--- config.mk ---
export PLATFORM = sky130hd
export DESIGN_NAME = integral_window_reader_flat
export DESIGN_NICKNAME = d
export VERILOG_FILES = /design/src/rtl/integral_window_reader_if.sv /design/src/rtl/integral_window_reader.sv /design/src/flat_wrapper.sv
export SDC_FILE = /design/constraint.sdc
export NUM_CORES = 1
export LEC_CHECK = 0
export BUFFER_PORTS_ARGS = -buffer_cell sky130_fd_sc_hd__buf_2
export CAP_MARGIN = 10
export CORE_MARGIN = 3
export CORE_UTILIZATION = 45
export DETAILED_ROUTE_END_ITERATION = 10
export PLACE_DENSITY = 0.66
export SYNTH_ARGS = -nofsm -noshare
export SYNTH_HDL_FRONTEND = slang
export SYNTH_SLANG_ARGS = --single-unit
--- constraint.sdc ---
create_clock -name clk -period 5.3 [get_ports clk]
set_clock_uncertainty 0.05 [all_clocks]
set_input_delay 0 -clock clk [delete_from_list [all_inputs] [get_ports clk]]
set_output_delay 0 -clock clk [all_outputs]
set_load 0.01 [all_outputs]
--- src/rtl/integral_window_reader_if.sv ---
// Pixel-side and window-side signals of the integral window reader.
// The bench drives through master; the reader uses slave.
interface integral_window_reader_if #(
  parameter int DW = 16
);
  logic          i_frame_start;
  logic          i_valid;
  logic [DW-1:0] i_tl;
  logic [DW-1:0] i_tr;
  logic [DW-1:0] i_bl;
  logic [DW-1:0] i_br;
  logic          o_valid;
  logic [DW-1:0] o_window_sum;
  logic [11:0]   o_x;
  logic [11:0]   o_y;
  logic          o_frame_end;
  logic          o_busy;

  modport master (
    output i_frame_start, i_valid, i_tl, i_tr, i_bl, i_br,
    input  o_valid, o_window_sum, o_x, o_y, o_frame_end, o_busy
  );

  modport slave (
    input  i_frame_start, i_valid, i_tl, i_tr, i_bl, i_br,
    output o_valid, o_window_sum, o_x, o_y, o_frame_end, o_busy
  );
endinterface

--- src/rtl/integral_window_reader.sv ---
// Streams integral-image corner values and emits one square-window sum per
// window-valid pixel, two cycles after the pixel is accepted.
module integral_window_reader #(
  parameter int DATA_WIDTH_16       = 16,
  parameter int INTEGRAL_WIDTH      = 3,
  parameter int FRAME_CAMERA_WIDTH  = 10,
  parameter int FRAME_CAMERA_HEIGHT = 10
) (
  input  logic                    clk,
  input  logic                    reset,
  integral_window_reader_if.slave bus
);
  localparam int          DW   = DATA_WIDTH_16;
  localparam logic [11:0] X_LAST = 12'(FRAME_CAMERA_WIDTH - 1);
  localparam logic [11:0] Y_LAST = 12'(FRAME_CAMERA_HEIGHT - 1);
  localparam logic [11:0] W_OFF  = 12'(INTEGRAL_WIDTH - 1);

  typedef enum logic [1:0] {IDLE, FILL, STREAM, DONE} state_t;

  state_t          r_state;
  logic [11:0]     r_x, r_y;
  logic [1:0]      r_vld_pipe;
  logic [DW-1:0]   r_d1, r_d2;
  logic [11:0]     r_x1, r_y1;
  logic            r_fe1;
  logic [DW-1:0]   r_sum;
  logic [11:0]     r_ox, r_oy;
  logic            r_fe;

  logic            w_run, w_accept, w_win, w_last;
  logic [11:0]     w_px, w_py;

  // A frame start always re-bases the position, so a coincident pixel is (0,0).
  assign w_run    = (r_state == FILL) || (r_state == STREAM);
  assign w_accept = bus.i_valid && (bus.i_frame_start || w_run);
  assign w_px     = bus.i_frame_start ? 12'd0 : r_x;
  assign w_py     = bus.i_frame_start ? 12'd0 : r_y;
  assign w_win    = w_accept && (w_px >= W_OFF) && (w_py >= W_OFF);
  assign w_last   = w_accept && (w_px == X_LAST) && (w_py == Y_LAST);

  always_ff @(posedge clk) begin
    if (!reset) begin
      r_state    <= IDLE;
      r_x        <= '0;
      r_y        <= '0;
      r_vld_pipe <= '0;
      r_d1       <= '0;
      r_d2       <= '0;
      r_x1       <= '0;
      r_y1       <= '0;
      r_fe1      <= 1'b0;
      r_sum      <= '0;
      r_ox       <= '0;
      r_oy       <= '0;
      r_fe       <= 1'b0;
    end else begin
      if (w_accept) begin
        if (w_px == X_LAST) begin
          r_x <= '0;
          r_y <= w_last ? 12'd0 : w_py + 12'd1;
        end else begin
          r_x <= w_px + 12'd1;
          r_y <= w_py;
        end
      end else if (bus.i_frame_start) begin
        r_x <= '0;
        r_y <= '0;
      end

      if (bus.i_frame_start) begin
        r_state <= w_last ? DONE : (w_win ? STREAM : FILL);
      end else begin
        case (r_state)
          IDLE:    r_state <= IDLE;
          FILL:    r_state <= w_last ? DONE : (w_win ? STREAM : FILL);
          STREAM:  r_state <= w_last ? DONE : STREAM;
          DONE:    r_state <= IDLE;
          default: r_state <= IDLE;
        endcase
      end

      // Stage 1: column differences; stage 2: their difference, modulo 2^DW.
      r_vld_pipe <= {r_vld_pipe[0], w_win};
      r_fe1      <= w_last;
      r_fe       <= r_fe1;
      if (w_win) begin
        r_d1 <= bus.i_br - bus.i_tr;
        r_d2 <= bus.i_bl - bus.i_tl;
        r_x1 <= w_px - W_OFF;
        r_y1 <= w_py - W_OFF;
      end
      if (r_vld_pipe[0]) begin
        r_sum <= r_d1 - r_d2;
        r_ox  <= r_x1;
        r_oy  <= r_y1;
      end
    end
  end

  assign bus.o_valid      = r_vld_pipe[1];
  assign bus.o_window_sum = r_sum;
  assign bus.o_x          = r_ox;
  assign bus.o_y          = r_oy;
  assign bus.o_frame_end  = r_fe;
  assign bus.o_busy       = (r_state != IDLE);
endmodule

--- src/flat_wrapper.sv ---
// flat-port wrapper written by rule: the top's interface ports become plain ports
module integral_window_reader_flat 
#(
  parameter int DATA_WIDTH_16       = 16,
  parameter int INTEGRAL_WIDTH      = 3,
  parameter int FRAME_CAMERA_WIDTH  = 10,
  parameter int FRAME_CAMERA_HEIGHT = 10
)
  (clk, reset, bus_i_frame_start, bus_i_valid, bus_i_tl, bus_i_tr, bus_i_bl, bus_i_br, bus_o_valid, bus_o_window_sum, bus_o_x, bus_o_y, bus_o_frame_end, bus_o_busy);
  integral_window_reader_if #(.DW(16)) bus_i ();
  input  logic clk;
  input  logic reset;
  input wire logic [$bits(bus_i.i_frame_start)-1:0] bus_i_frame_start;
  input wire logic [$bits(bus_i.i_valid)-1:0] bus_i_valid;
  input wire logic [$bits(bus_i.i_tl)-1:0] bus_i_tl;
  input wire logic [$bits(bus_i.i_tr)-1:0] bus_i_tr;
  input wire logic [$bits(bus_i.i_bl)-1:0] bus_i_bl;
  input wire logic [$bits(bus_i.i_br)-1:0] bus_i_br;
  output wire logic [$bits(bus_i.o_valid)-1:0] bus_o_valid;
  output wire logic [$bits(bus_i.o_window_sum)-1:0] bus_o_window_sum;
  output wire logic [$bits(bus_i.o_x)-1:0] bus_o_x;
  output wire logic [$bits(bus_i.o_y)-1:0] bus_o_y;
  output wire logic [$bits(bus_i.o_frame_end)-1:0] bus_o_frame_end;
  output wire logic [$bits(bus_i.o_busy)-1:0] bus_o_busy;
  assign bus_i.i_frame_start = bus_i_frame_start;
  assign bus_i.i_valid = bus_i_valid;
  assign bus_i.i_tl = bus_i_tl;
  assign bus_i.i_tr = bus_i_tr;
  assign bus_i.i_bl = bus_i_bl;
  assign bus_i.i_br = bus_i_br;
  assign bus_o_valid = bus_i.o_valid;
  assign bus_o_window_sum = bus_i.o_window_sum;
  assign bus_o_x = bus_i.o_x;
  assign bus_o_y = bus_i.o_y;
  assign bus_o_frame_end = bus_i.o_frame_end;
  assign bus_o_busy = bus_i.o_busy;
  integral_window_reader #(.DATA_WIDTH_16(DATA_WIDTH_16), .INTEGRAL_WIDTH(INTEGRAL_WIDTH), .FRAME_CAMERA_WIDTH(FRAME_CAMERA_WIDTH), .FRAME_CAMERA_HEIGHT(FRAME_CAMERA_HEIGHT)) u_core (.clk(clk), .reset(reset), .bus(bus_i));
endmodule
==> summary.md, run 1 <==
| Metric | Value |
|---|---|
| Status | `complete, no violations` |
| XOR/XNOR Fraction of Synth Area | `5.78%` |
| Vias/cell | `between 5 and 6` |
| Cells after synthesis | `935` |
| Worst EP arrival | `around 3.6 ns` |
| Layout cells sized above 1 | `~16%` |
| Final instance area | `around 9000 um2` |
| Max Slew Vio Count | `0` |
| Crit path largest cell delay | `between 0.7 and 0.8 ns` |
| Area Growth Syn to Fin | `18.6%` |
| Switch Pwr | `549 uW` |
| CP most frequent cell | `nand3_1` |
| Initial antenna violation count | `0` |
| Crit-path max FO | `41` |
| Yosys top cell area share | `about 33%` |
| Num Clock Sinks | `about 130` |
| DR iter-0 viols | `roughly 340` |
| Layout fillers | `1576` |
| Synth Flop Type | `dfxtp_1` |
| Crit path from | `u_core.r_x[1]$_SDFF_PN0_` |
| Power Internal | `roughly 1.9 mW` |
| Initial Util | `a little under half` |
| Max Cap Viol | `0` |
| Worst-path clk slew | `~0.050 ns` |
| Seq pwr share | `39.0%` |
| DRC errors left | `0` |
| Synthesized Nets | `around 1100` |
| CTS tree | `built` |
| Die height | `136 um` |
| Die X | `136 um` |
| Vias | `around 6700` |
| Synth Register Bits | `approximately 130` |
| IO Port Bufs | `110` |
| Clock latency at the later pin of the worst-skew pair | `0.42 ns` |
| Worst path bufs/invs | `1` |
| Post-route ant nets | `0` |
| Routed len/inst | `roughly 14 um` |
| Ys Warns | `0` |
| Switching power share of the total | `22.5%` |
| Largest net degree at the start of global routing | `between 60 and 70` |
| Max Freq | `a little over 0.3 GHz` |
| Placed Area | `8200 um2` |
| Seq/Total Area, Yosys | `33.3%` |
| Clk pwr share | `51.3%` |
| Setup crit start kind | `register` |
| CTS max path bufs | `2` |
| Clock root cell | `clkbuf_16` |
| Fin cells | `approximately 1300` |
| GRT Resource Usage Total | `between 10% and 20%` |
| First-pass GRT wire length | `approximately 30 mm` |
| Depth of the CTS H-tree | `4` |
| Mux cell area share after synthesis | `under 10%` |
| Gate power share | `roughly 9.7%` |
| Placed cells | `1220` |
| Post-Synth Simple-Gate Area | `22.4%` |
| Row cnt | `46` |
| Critical-path cell list | `nor2b_1 > ha_1 > nand3_1 > a21boi_0 > o311a_2 > buf_4 > nand3_1 > mux2i_1 > a31o_2` |
| Hpwl dp | `12.7 mm` |
| Post-synth top area cell | `dfxtp_1` |
| Number of diodes | `0` |
| Routability Congestion | `~0.88` |
| Post-synthesis adder-cell area fraction | `10.4%` |
| Critical Path Sink Type | `register` |
| Largest family of logic cells by synthesized area | `simple AND/OR/NAND/NOR gates` |
| Worst setup path class | `register to register` |
| Critical path data required time | `between 5 and 6 ns` |
| First-pass iteration count of the detailed router | `5` |
| Reg2reg start | `u_core.r_x[1]$_SDFF_PN0_` |
| Critical path's top delay family | `compound AO/OA/AOI/OAI gates` |
| Die area | `18400 um2` |
| Setup TNS | `0 ns` |
| Peak supply drop | `between 200 and 300 uV` |
| Final Setup Violations | `0` |
| Post-layout util | `between 50% and 60%` |
| Grt total ovfl | `0` |
| Synth cell types | `67` |
| Min Tclk post-route | `~3.3 ns` |
| Post-synth EDFFs | `0` |
| Asr flop ratio synth | `0%` |
| Fin nets | `around 1200` |
| I/O Pins | `111` |
| Slew @ Worst Pin | `about 0.96 ns` |
| Routed wire length | `roughly 18 mm` |
| Top post-synthesis cells by area | `dfxtp_1 33%, ha_1 9.6%, nor2_1 5.3%, nand2_1 3.9%, a21oi_1 3.8%` |
| Slew HR | `a little over a third` |
| HP Class | `input port to register` |
| Post-synth design cell area | `roughly 7600 um2` |
| Core area | `approximately 16000 um2` |
| Hold Vio Cnt, Final | `0` |
| Hold path startpoint | `bus_i_br[13]` |
| Number of global-route vias before repair | `roughly 6400` |
| Final Cycle Share | `approximately 62%` |
| Syn Area/Cell | `roughly 8.1 um2` |
| Num CTS Buffers | `17` |
| PD cells | `around 270 nW/um2` |
| Synth Area in Compound Gates | `approximately 18%` |
| Pleak | `3.77 nW` |
| CP max-delay cell | `o311a_2` |
| RSZ-0062 raised after global routing | `false` |
[sequential cells by signal, summed over array words and instances (netlist names)]
| name | count |
|---|---|
| u_core.r_y | 12 |
| u_core.r_d2 | 16 |
| u_core.bus.o_x | 12 |
| u_core.r_vld_pipe | 2 |
| u_core.bus.o_frame_end | 1 |
| u_core.r_x | 12 |
| u_core.r_state | 2 |
| u_core.r_fe1 | 1 |
| u_core.bus.o_window_sum | 16 |
| u_core.bus.o_y | 12 |
| u_core.r_x1 | 12 |
| u_core.r_y1 | 12 |
| u_core.r_d1 | 16 |
[worst min-delay path: stages]
cell      delay (ns)
buf_2           0.08
ha_1            0.14
inv_1           0.06
nand3_1         0.08
o311ai_1        0.08
[layer usage]
layer / global-route usage, % / wire length [um] / vias to the layer above
met5: 0 / 0 / -
met4: 7.00 / 343 / 0
met3: 3.53 / 649 / 28
met2: 34.6 / 8840 / 116
met1: 24.9 / 8170 / 3110
li1: - / - / 3461
[power groups by stage]
stage / clock network (mW) / registers (mW) / logic (mW)
2_1_floorplan: 0 / 0.970 / 0.158
3_3_place_gp: 0 / 0.970 / 0.225
3_5_place_dp: 0 / 0.970 / 0.224
4_1_cts: 1.28 / 0.949 / 0.238
5_1_grt: 1.31 / 0.949 / 0.267
6_report: 1.25 / 0.950 / 0.237
[Yosys cell counts (6+ instances only)]
cell type    n
xnor2_1     32
o31ai_1      7
nand3_1     30
o21a_1       9
or3_1       13
nand2_1     78
nor3_1      32
xor2_1      18
dfxtp_1    126
o21ai_0     48
buf_1        8
a21oi_1     57
buf_2        7
inv_1       74
ha_1        58
a311oi_1     9
a21o_1      12
a21boi_0     6
mux2i_1     27
a211oi_1    17
nand2b_1    12
nor2b_1     23
clkbuf_1    23
nand4_1      8
a31oi_1     11
nor2_1     107
[layout by cell type, fill, tap and decap left out, drive strengths merged, types with 27 or more instances in the layout]
master and n:
a21oi 57, buf 114, dfxtp 126, ha 58
inv 74, mux2i 27, nand2 79, nand3 32
nor2 109, nor3 35, o21ai 48, xnor2 32
[metrics by stage]
stage | hold slack, ns | setup slack [ns] | total power [mW]
finish | 0.0291 | 2.01 | 2.44
global route | 0.0510 | 1.61 | 2.53
CTS | 0.00198 | 2.00 | 2.47
detailed placement | 0.255 | 1.61 | 1.19
global placement | 0.248 | 1.68 | 1.19
floorplan | 0.150 | 2.89 | 1.13
[worst paths after layout]
kind,endpoint,slack (ns),cells after the start
hold reg to reg,u_core.bus.o_frame_end$_SDFF_PN0_,0.39,1
setup / recovery,u_core.r_d1[12]$_SDFFE_PN0P_,2.01,9
hold / removal,u_core.r_d1[14]$_SDFFE_PN0P_,0.03,5
setup reg to reg,u_core.r_d1[12]$_SDFFE_PN0P_,2.01,9
[cells by family after synthesis]
group,Yosys count
AOI/OAI and AO/OA,208
DFF,126
xor gates and xnor gates,50
muxes,27
and+or+nand+nor,344
adders and majority gates,61
buffers and inverters,119
[final cells by class]
type	count	area, um2	share of cell area [%]
flip-flops and latches	126	2520	28.1
well taps	216	270	3.01
clock buffers	18	439	4.89
repair buffers	128	721	8.03
clock inverters	13	195	2.17
inverters	74	278	3.09
multi-input cells	690	4550	50.7
[timing repair]
action                     in CTS  in global routing
hold endpoints to repair        9                  0
resized for setup               0                  0
setup endpoints to repair       0                  0
buffers inserted                0                  0
hold buffers                   14                  0
(Power assumes the default switching activity.)
==> inputs of run 2 (changes only) <==
Settings changed: PLACE_DENSITY 0.66 to 0.69.
Clock period 5.3 ns to 2.8 ns, I/O delays scaled along.
==> run 2 against run 1 <==
  * Die area unchanged
  * Maximum frequency grew 23%
  * First-iteration DRC count rose by 27%
  * Via count increased by 1.2%
  * Sequential share of layout area decreased by 0.41 points
  * Global-route usage grew 0.36 points
  * Flip-flop and latch count did not move
  * Register-to-register slack worse by 1.9 ns
  * Highest routed layer unchanged
==> summary.md, run 2 (synthesis gave the netlist of run 1 again) <==
| Metric | Value |
|---|---|
| Status | `complete, no violations (unchanged)` |
| Crit-path max FO | `21 (was 41)` |
| Post-route ant nets | `0 (unchanged)` |
| Worst hold slack | `0.0495 ns (was 0.0291 ns)` |
| M3 GR Usage | `3.79% (was 3.53%)` |
| Switching power share of the total | `22.5% (about the same)` |
| Hold Vio Cnt, Final | `0 (unchanged)` |
| Slew HR | `32.5% (was 35.4%)` |
| Max Cap Viol | `0 (unchanged)` |
| First-pass iteration count of the detailed router | `5 (unchanged)` |
| Final Cycle Share | `95.5% (was 62.1%)` |
| Layout cells sized above 1 | `17.0% (was 15.8%)` |
| Post-layout util | `56.3% (was 55.5%)` |
| Critical-path cell list | `or3_4 > nor2_2 > nand3_2 > o311ai_4 > buf_4 > buf_4 > nand2_1 > a21oi_1 (was nor2b_1 > ha_1 > nand3_1 > a21boi_0 > o311a_2 > buf_4 > nand3_1 > mux2i_1 > a31o_2)` |
| Final Setup Violations | `0 (unchanged)` |
| Max Freq | `0.374 GHz (was 0.304 GHz)` |
| Peak supply drop | `517 uV (was 259 uV)` |
| Worst path bufs/invs | `2 (was 1)` |
| Critical path's top delay family | `compound AO/OA/AOI/OAI gates (unchanged)` |
| Met1 usage | `25.2% (was 24.9%)` |
| CTS max path bufs | `2 (unchanged)` |
| Routed len/inst | `14.4 um (was 14.2 um)` |
| Initial antenna violation count | `0 (unchanged)` |
| Switch Pwr | `1.02 mW (was 549 uW)` |
| Reg2reg end | `u_core.r_d1[5]$_SDFFE_PN0P_ (was u_core.r_d1[12]$_SDFFE_PN0P_)` |
| Min Tclk post-route | `2.67 ns (was 3.29 ns)` |
| IO Port Bufs | `110 (unchanged)` |
| Die height | `136 um (unchanged)` |
| Clock root cell | `clkbuf_16 (unchanged)` |
| Num Clock Sinks | `126 (unchanged)` |
| Largest net degree at the start of global routing | `45 (was 63)` |
| Die area | `18400 um2 (unchanged)` |
| Power Internal | `3.51 mW (was 1.89 mW)` |
| Setup TNS | `0 ns (unchanged)` |
| Commonest non-fill, non-tap cell in the layout | `dfxtp_1 (unchanged)` |
| Reg-to-reg slack, setup | `0.13 ns (was 2.01 ns)` |
| Worst-path clk slew | `0.05 ns (about the same)` |
| I/O Pins | `111 (unchanged)` |
| CP most frequent cell | `buf_4 (was nand3_1)` |
| Row cnt | `46 (unchanged)` |
| DRC errors left | `0 (unchanged)` |
| Fin nets | `1185 (was 1166)` |
| Slew @ Worst Pin | `1.01 ns (was 0.962 ns)` |
| Area Growth Syn to Fin | `20.3% (was 18.6%)` |
| Worst Hold End | `u_core.r_d2[12]$_SDFFE_PN0P_ (was u_core.r_d1[14]$_SDFFE_PN0P_)` |
| GRT Resource Usage Total | `20.3% (was 19.9%)` |
| Critical path data required time | `3.08 ns (was 5.61 ns)` |
| Setup WS pre-CTS | `0.186 ns (was 1.61 ns)` |
| DR iter-0 viols | `436 (was 342)` |
| Clk pwr share | `50.0% (was 51.3%)` |
| Setup ws final | `0.126 ns (was 2.01 ns)` |
| First-pass GRT wire length | `30.5 mm (was 30.0 mm)` |
| Crit path largest cell delay | `0.88 ns (was 0.71 ns)` |
| Gate power share | `10.3% (was 9.7%)` |
| GR met2 Demand/Resource | `35.5% (was 34.6%)` |
| Grt total ovfl | `0 (unchanged)` |
| Routability Congestion | `0.883 (was 0.882)` |
| Die X | `136 um (unchanged)` |
| Most frequent cells in the layout | `125 x dfxtp_1, 110 x buf_2, 107 x nor2_1 (unchanged)` |
| Worst reg2reg path depth | `8 (was 9)` |
| HP Class | `input port to register (unchanged)` |
| Max Slew Vio Count | `0 (unchanged)` |
| Vias | `6797 (was 6715)` |
| Routed wire length | `18.5 mm (was 18.0 mm)` |
| Pleak | `3.86 nW (was 3.77 nW)` |
| Setup Fix Bufs, Post-CTS | `0 (unchanged)` |
| CP max-delay cell | `o311ai_4 (was o311a_2)` |
| CTS tree | `built (unchanged)` |
| PD cells | `496 nW/um2 (was 271 nW/um2)` |
| RSZ-0062 raised after global routing | `true (was false)` |
| Layer carrying the most global-route usage | `met2 (unchanged)` |
| Clock latency at the later pin of the worst-skew pair | `0.41 ns (was 0.42 ns)` |
| Number of diodes | `0 (unchanged)` |
| Worst setup path class | `register to register (unchanged)` |
| Worst EP arrival | `2.96 ns (was 3.60 ns)` |
| Seq pwr share | `39.8% (was 39.0%)` |
| Hpwl dp | `13.2 mm (was 12.7 mm)` |
| Reg2reg start | `u_core.r_x[9]$_SDFF_PN0_ (was u_core.r_x[1]$_SDFF_PN0_)` |
| Depth of the CTS H-tree | `4 (unchanged)` |
| Vias/cell | `5.29 (was 5.31)` |
| Initial Util | `46.8% (unchanged)` |
| Core area | `16200 um2 (unchanged)` |
| Num CTS Buffers | `17 (unchanged)` |
| Critical Path Sink Type | `register (unchanged)` |
| Setup crit start kind | `register (unchanged)` |
| Hold path depth | `5 (unchanged)` |
| Hold path startpoint | `bus_i_bl[12] (was bus_i_br[13])` |
| Number of global-route vias before repair | `6547 (was 6449)` |
run 2: worst max-delay path by stage:
| stage | cells past startpoint | start | slack [ns] | endpoint |
|---|---|---|---|---|
| CTS | 8 | u_core.r_x[9]$_SDFF_PN0_ | 0.16 | u_core.r_d1[5]$_SDFFE_PN0P_ |
| finish | 8 | u_core.r_x[9]$_SDFF_PN0_ | 0.13 | u_core.r_d1[5]$_SDFFE_PN0P_ |
| floorplan | 11 | bus_i_frame_start | 0.39 | u_core.r_y1[10]$_SDFFE_PN0P_ |
| global route | 8 | u_core.r_x[1]$_SDFF_PN0_ | -0.04 | u_core.r_y1[10]$_SDFFE_PN0P_ |
| detailed placement | 8 | u_core.r_x[1]$_SDFF_PN0_ | 0.19 | u_core.r_x1[7]$_SDFFE_PN0P_ |
| global placement | 9 | u_core.r_d2[1]$_SDFFE_PN0P_ | 0.23 | u_core.bus.o_window_sum[15]$_SDFFE_PN0P_ |
run 2: timing repair:
| item | CTS | global route |
|---|---|---|
| gates resized for setup | 0 | 0 |
| hold buffers | 14 | 0 |
| hold endpoints to repair | 9 | 0 |
| endpoints found under the setup margin | 0 | 7 |
run 2: tightest hold or removal path: stages:
cell	delay, ns
buf_2	0.08
ha_1	0.18
nand2_1	0.07
o31ai_1	0.06
o31ai_1	0.07
run 2: final cells by class:
type / instances / area, um2
Sequential cell: 126 / 2520
Clock buffer: 25 / 505
Inverter: 74 / 278
Clock inverter: 6 / 105
Multi-Input combinational cell: 690 / 4550
Fill cell: 1483 / 7060
Tap cell: 216 / 270
Timing Repair Buffer: 147 / 876
run 2: routing by layer:
metal | vias up | part of all wire (%)
li1 | 3511 | -
met1 | 3108 | 45
met2 | 157 | 49
met3 | 21 | 4.4
met4 | 0 | 1.6
met5 | - | 0
run 2: power groups by stage:
| stage | logic (mW) | clock network [mW] | registers [mW] |
|---|---|---|---|
| after floorplan | 0.299 | 0 | 1.84 |
| after global routing | 0.520 | 2.37 | 1.80 |
| after CTS | 0.465 | 2.30 | 1.80 |
| final | 0.464 | 2.26 | 1.80 |
| after global placement | 0.436 | 0 | 1.84 |
| after detailed placement | 0.438 | 0 | 1.84 |
run 2: per-stage QoR:
step                      cells  power [mW]  area [um2]
after CTS                  1284        4.56        9110
final                      1284        4.52        9110
after detailed placement   1239        2.27        8360
after floorplan             935        2.13        7570
after global routing       1284        4.69        9110
after global placement     1239        2.27        8360
==> inputs of run 3 (changes only) <==
Settings changed: PLACE_DENSITY 0.69 to 0.66.
Clock period 2.8 ns to 2.9 ns, I/O delays scaled along.
==> run 3 against run 2 <==
  * Sequential share of layout area is 0.32 points higher
  * Register-to-register slack improved by 0.18 ns
  * Core utilization down 0.64 points
  * Worst hold slack got worse by 0.011 ns
  * Clock power decreased by 18%
  * Die area is the same
  * Sequential power down 3%
  * Design area is 1.1% lower
  * Largest cell class unchanged
  * Largest power group unchanged
==> summary.md, run 3 (synthesis gave the netlist of run 1 again) <==
| Metric | Value |
|---|---|
| Die height | `136 um (unchanged)` |
| Grt total ovfl | `0 (unchanged)` |
| Final Cycle Share | `92.5%` |
| M3 GR Usage | `4.09% (was 3.79%)` |
| Slew @ Worst Pin | `0.743 ns (was 1.01 ns)` |
| Met1 usage | `25.7% (was 25.2%)` |
| Hpwl dp | `13.2 mm (about the same)` |
| Worst EP arrival | `2.95 ns (was 2.96 ns)` |
| Clock latency at the later pin of the worst-skew pair | `0.42 ns (was 0.41 ns)` |
| Layer carrying the most global-route usage | `met2 (unchanged)` |
| Pleak | `3.80 nW (was 3.86 nW)` |
| Placed cells | `1236 (was 1239)` |
| Slew HR | `50.4% (was 32.5%)` |
| Number of diodes | `0 (unchanged)` |
| GRT Resource Usage Total | `20.3% (about the same)` |
| Critical-path cell list | `dlygate4sd3_1 > buf_2 > buf_4 > nor2b_1 > inv_1 > ha_1 > nand3_1 > a21boi_0 > o311ai_4 > or3_1 > a211o_1 > o311ai_1 (was or3_4 > nor2_2 > nand3_2 > o311ai_4 > buf_4 > buf_4 > nand2_1 > a21oi_1)` |
| Setup crit start kind | `input port (was register)` |
| Most frequent cells in the layout | `125 x dfxtp_1, 110 x buf_2, 107 x nor2_1 (unchanged)` |
| Worst reg2reg path depth | `9 (was 8)` |
| Layout cells sized above 1 | `16.6% (was 17.0%)` |
| DR iter-0 viols | `480 (was 436)` |
| Die X | `136 um (unchanged)` |
| Setup TNS | `0 ns (unchanged)` |
| RSZ-0062 raised after global routing | `false (was true)` |
| Initial antenna violation count | `0 (unchanged)` |
| Core area | `16200 um2 (unchanged)` |
| Worst setup path class | `input port to register (was register to register)` |
| Routed len/inst | `14.3 um (was 14.4 um)` |
| Vias/cell | `5.32 (was 5.29)` |
| Commonest non-fill, non-tap cell in the layout | `dfxtp_1 (unchanged)` |
| Post-route ant nets | `0 (unchanged)` |
| Worst hold slack | `0.0384 ns (was 0.0495 ns)` |
| Critical Path Sink Type | `register (unchanged)` |
| First-pass iteration count of the detailed router | `5 (unchanged)` |
| DRC errors left | `0 (unchanged)` |
| Num CTS Buffers | `17 (unchanged)` |
| Fin cells | `1280 (was 1284)` |
| Post-layout util | `55.7% (was 56.3%)` |
| PD cells | `448 nW/um2 (was 496 nW/um2)` |
| Num Clock Sinks | `126 (unchanged)` |
| GR met2 Demand/Resource | `35.3% (was 35.5%)` |
| Clock root cell | `clkbuf_16 (unchanged)` |
| Area of the multi-input gates | `4550 um2 (unchanged)` |
| Final Setup Violations | `0 (unchanged)` |
| Setup Fix Bufs, Post-CTS | `0 (unchanged)` |
| Die area | `18400 um2 (unchanged)` |
| Critical path data required time | `3.17 ns (was 3.08 ns)` |
| Number of global-route vias before repair | `6444 (was 6547)` |
| I/O Pins | `111 (unchanged)` |
| Reg area | `2520 um2 (unchanged)` |
| Initial Util | `46.8% (unchanged)` |
| Critical path's top delay family | `buffers and inverters (was compound AO/OA/AOI/OAI gates)` |
| Setup ws final | `0.218 ns (was 0.126 ns)` |
| HP Class | `input port to register (unchanged)` |
| Peak supply drop | `457 uV (was 517 uV)` |
| Total power | `4.03 mW (was 4.52 mW)` |
| Depth of the CTS H-tree | `4 (unchanged)` |
| CTS max path bufs | `2 (unchanged)` |
| Crit-path max FO | `18 (was 21)` |
| Largest net degree at the start of global routing | `52 (was 45)` |
| Setup WS pre-CTS | `0.329 ns (was 0.186 ns)` |
| CP max-delay cell | `dlygate4sd3_1 (was o311ai_4)` |
| Final instance area | `9010 um2 (was 9110 um2)` |
| Worst path bufs/invs | `4 (was 2)` |
| Max Freq | `roughly 0.37 GHz` |
| Row cnt | `46 (unchanged)` |
| IO Port Bufs | `110 (unchanged)` |
| Worst-path clk slew | `0.05 ns (about the same)` |
| Status | `complete, no violations (unchanged)` |
| Crit path largest cell delay | `0.53 ns (was 0.88 ns)` |
| Area Growth Syn to Fin | `18.9% (was 20.3%)` |
| Min Tclk post-route | `about 2.7 ns` |
| Layout fillers | `1518 (was 1483)` |
| Hold Vio Cnt, Final | `0 (unchanged)` |
| Routed wire length | `18.3 mm (was 18.5 mm)` |
| Vias | `6814 (was 6797)` |
| CTS tree | `built (unchanged)` |
| First-pass GRT wire length | `30.4 mm (was 30.5 mm)` |
| WP depth | `12 (was 8)` |
| Fin nets | `1183 (was 1185)` |
| Placed Area | `8350 um2 (was 8360 um2)` |
| Max Cap Viol | `0 (unchanged)` |
| Hold path depth | `5 (unchanged)` |
| Max Slew Vio Count | `0 (unchanged)` |
| Routability Congestion | `0.897 (was 0.883)` |
run 3: worst reg2reg max path, stage by stage (launching register included):
cell      delay (ns)
dfxtp_1         0.39
inv_1           0.06
ha_1            0.28
nor2b_1         0.12
o21ai_0         0.19
a21boi_0        0.20
o41ai_2         0.50
nand2_1         0.21
a21o_1          0.20
a221o_1         0.28
run 3: power by group:
| group | total (mW) | switching (mW) | internal (mW) |
|---|---|---|---|
| combinational | 0.450 | 0.253 | 0.197 |
| clock | 1.85 | 0.735 | 1.11 |
| sequential | 1.74 | 0.00134 | 1.73 |
run 3: path summary, 6_finish.rpt:
check	start	endpoint	slack, ns
worst min-delay path	bus_i_bl[12]	u_core.r_d2[12]$_SDFFE_PN0P_	0.04
worst max register to register	u_core.r_d2[1]$_SDFFE_PN0P_	u_core.bus.o_window_sum[15]$_SDFFE_PN0P_	0.31
worst min register to register	u_core.r_fe1$_SDFF_PN0_	u_core.bus.o_frame_end$_SDFF_PN0_	0.39
worst max-delay path	bus_i_frame_start	u_core.r_d1[14]$_SDFFE_PN0P_	0.22
run 3: routing by layer:
layer | vias up | share of wire [%]
met4 | 0 | 1.1
met2 | 134 | 49
met1 | 3176 | 45
li1 | 3488 | -
met5 | - | 0
met3 | 16 | 4.5
run 3: what timing repair did:
item	in CTS	in global routing
hold buffers	15	0
gates resized for setup	0	0
endpoints found under the setup margin	0	0
endpoints found under the hold margin	9	0
run 3: area by class of cell:
cell class,count,area share (%)
inverter,74,3.08
multi-input combinational,690,50.5
clock buffer,22,5.15
timing repair buffer,145,9.72
sequential,126,28.0
tap,216,3.00
clock inverter,7,0.472
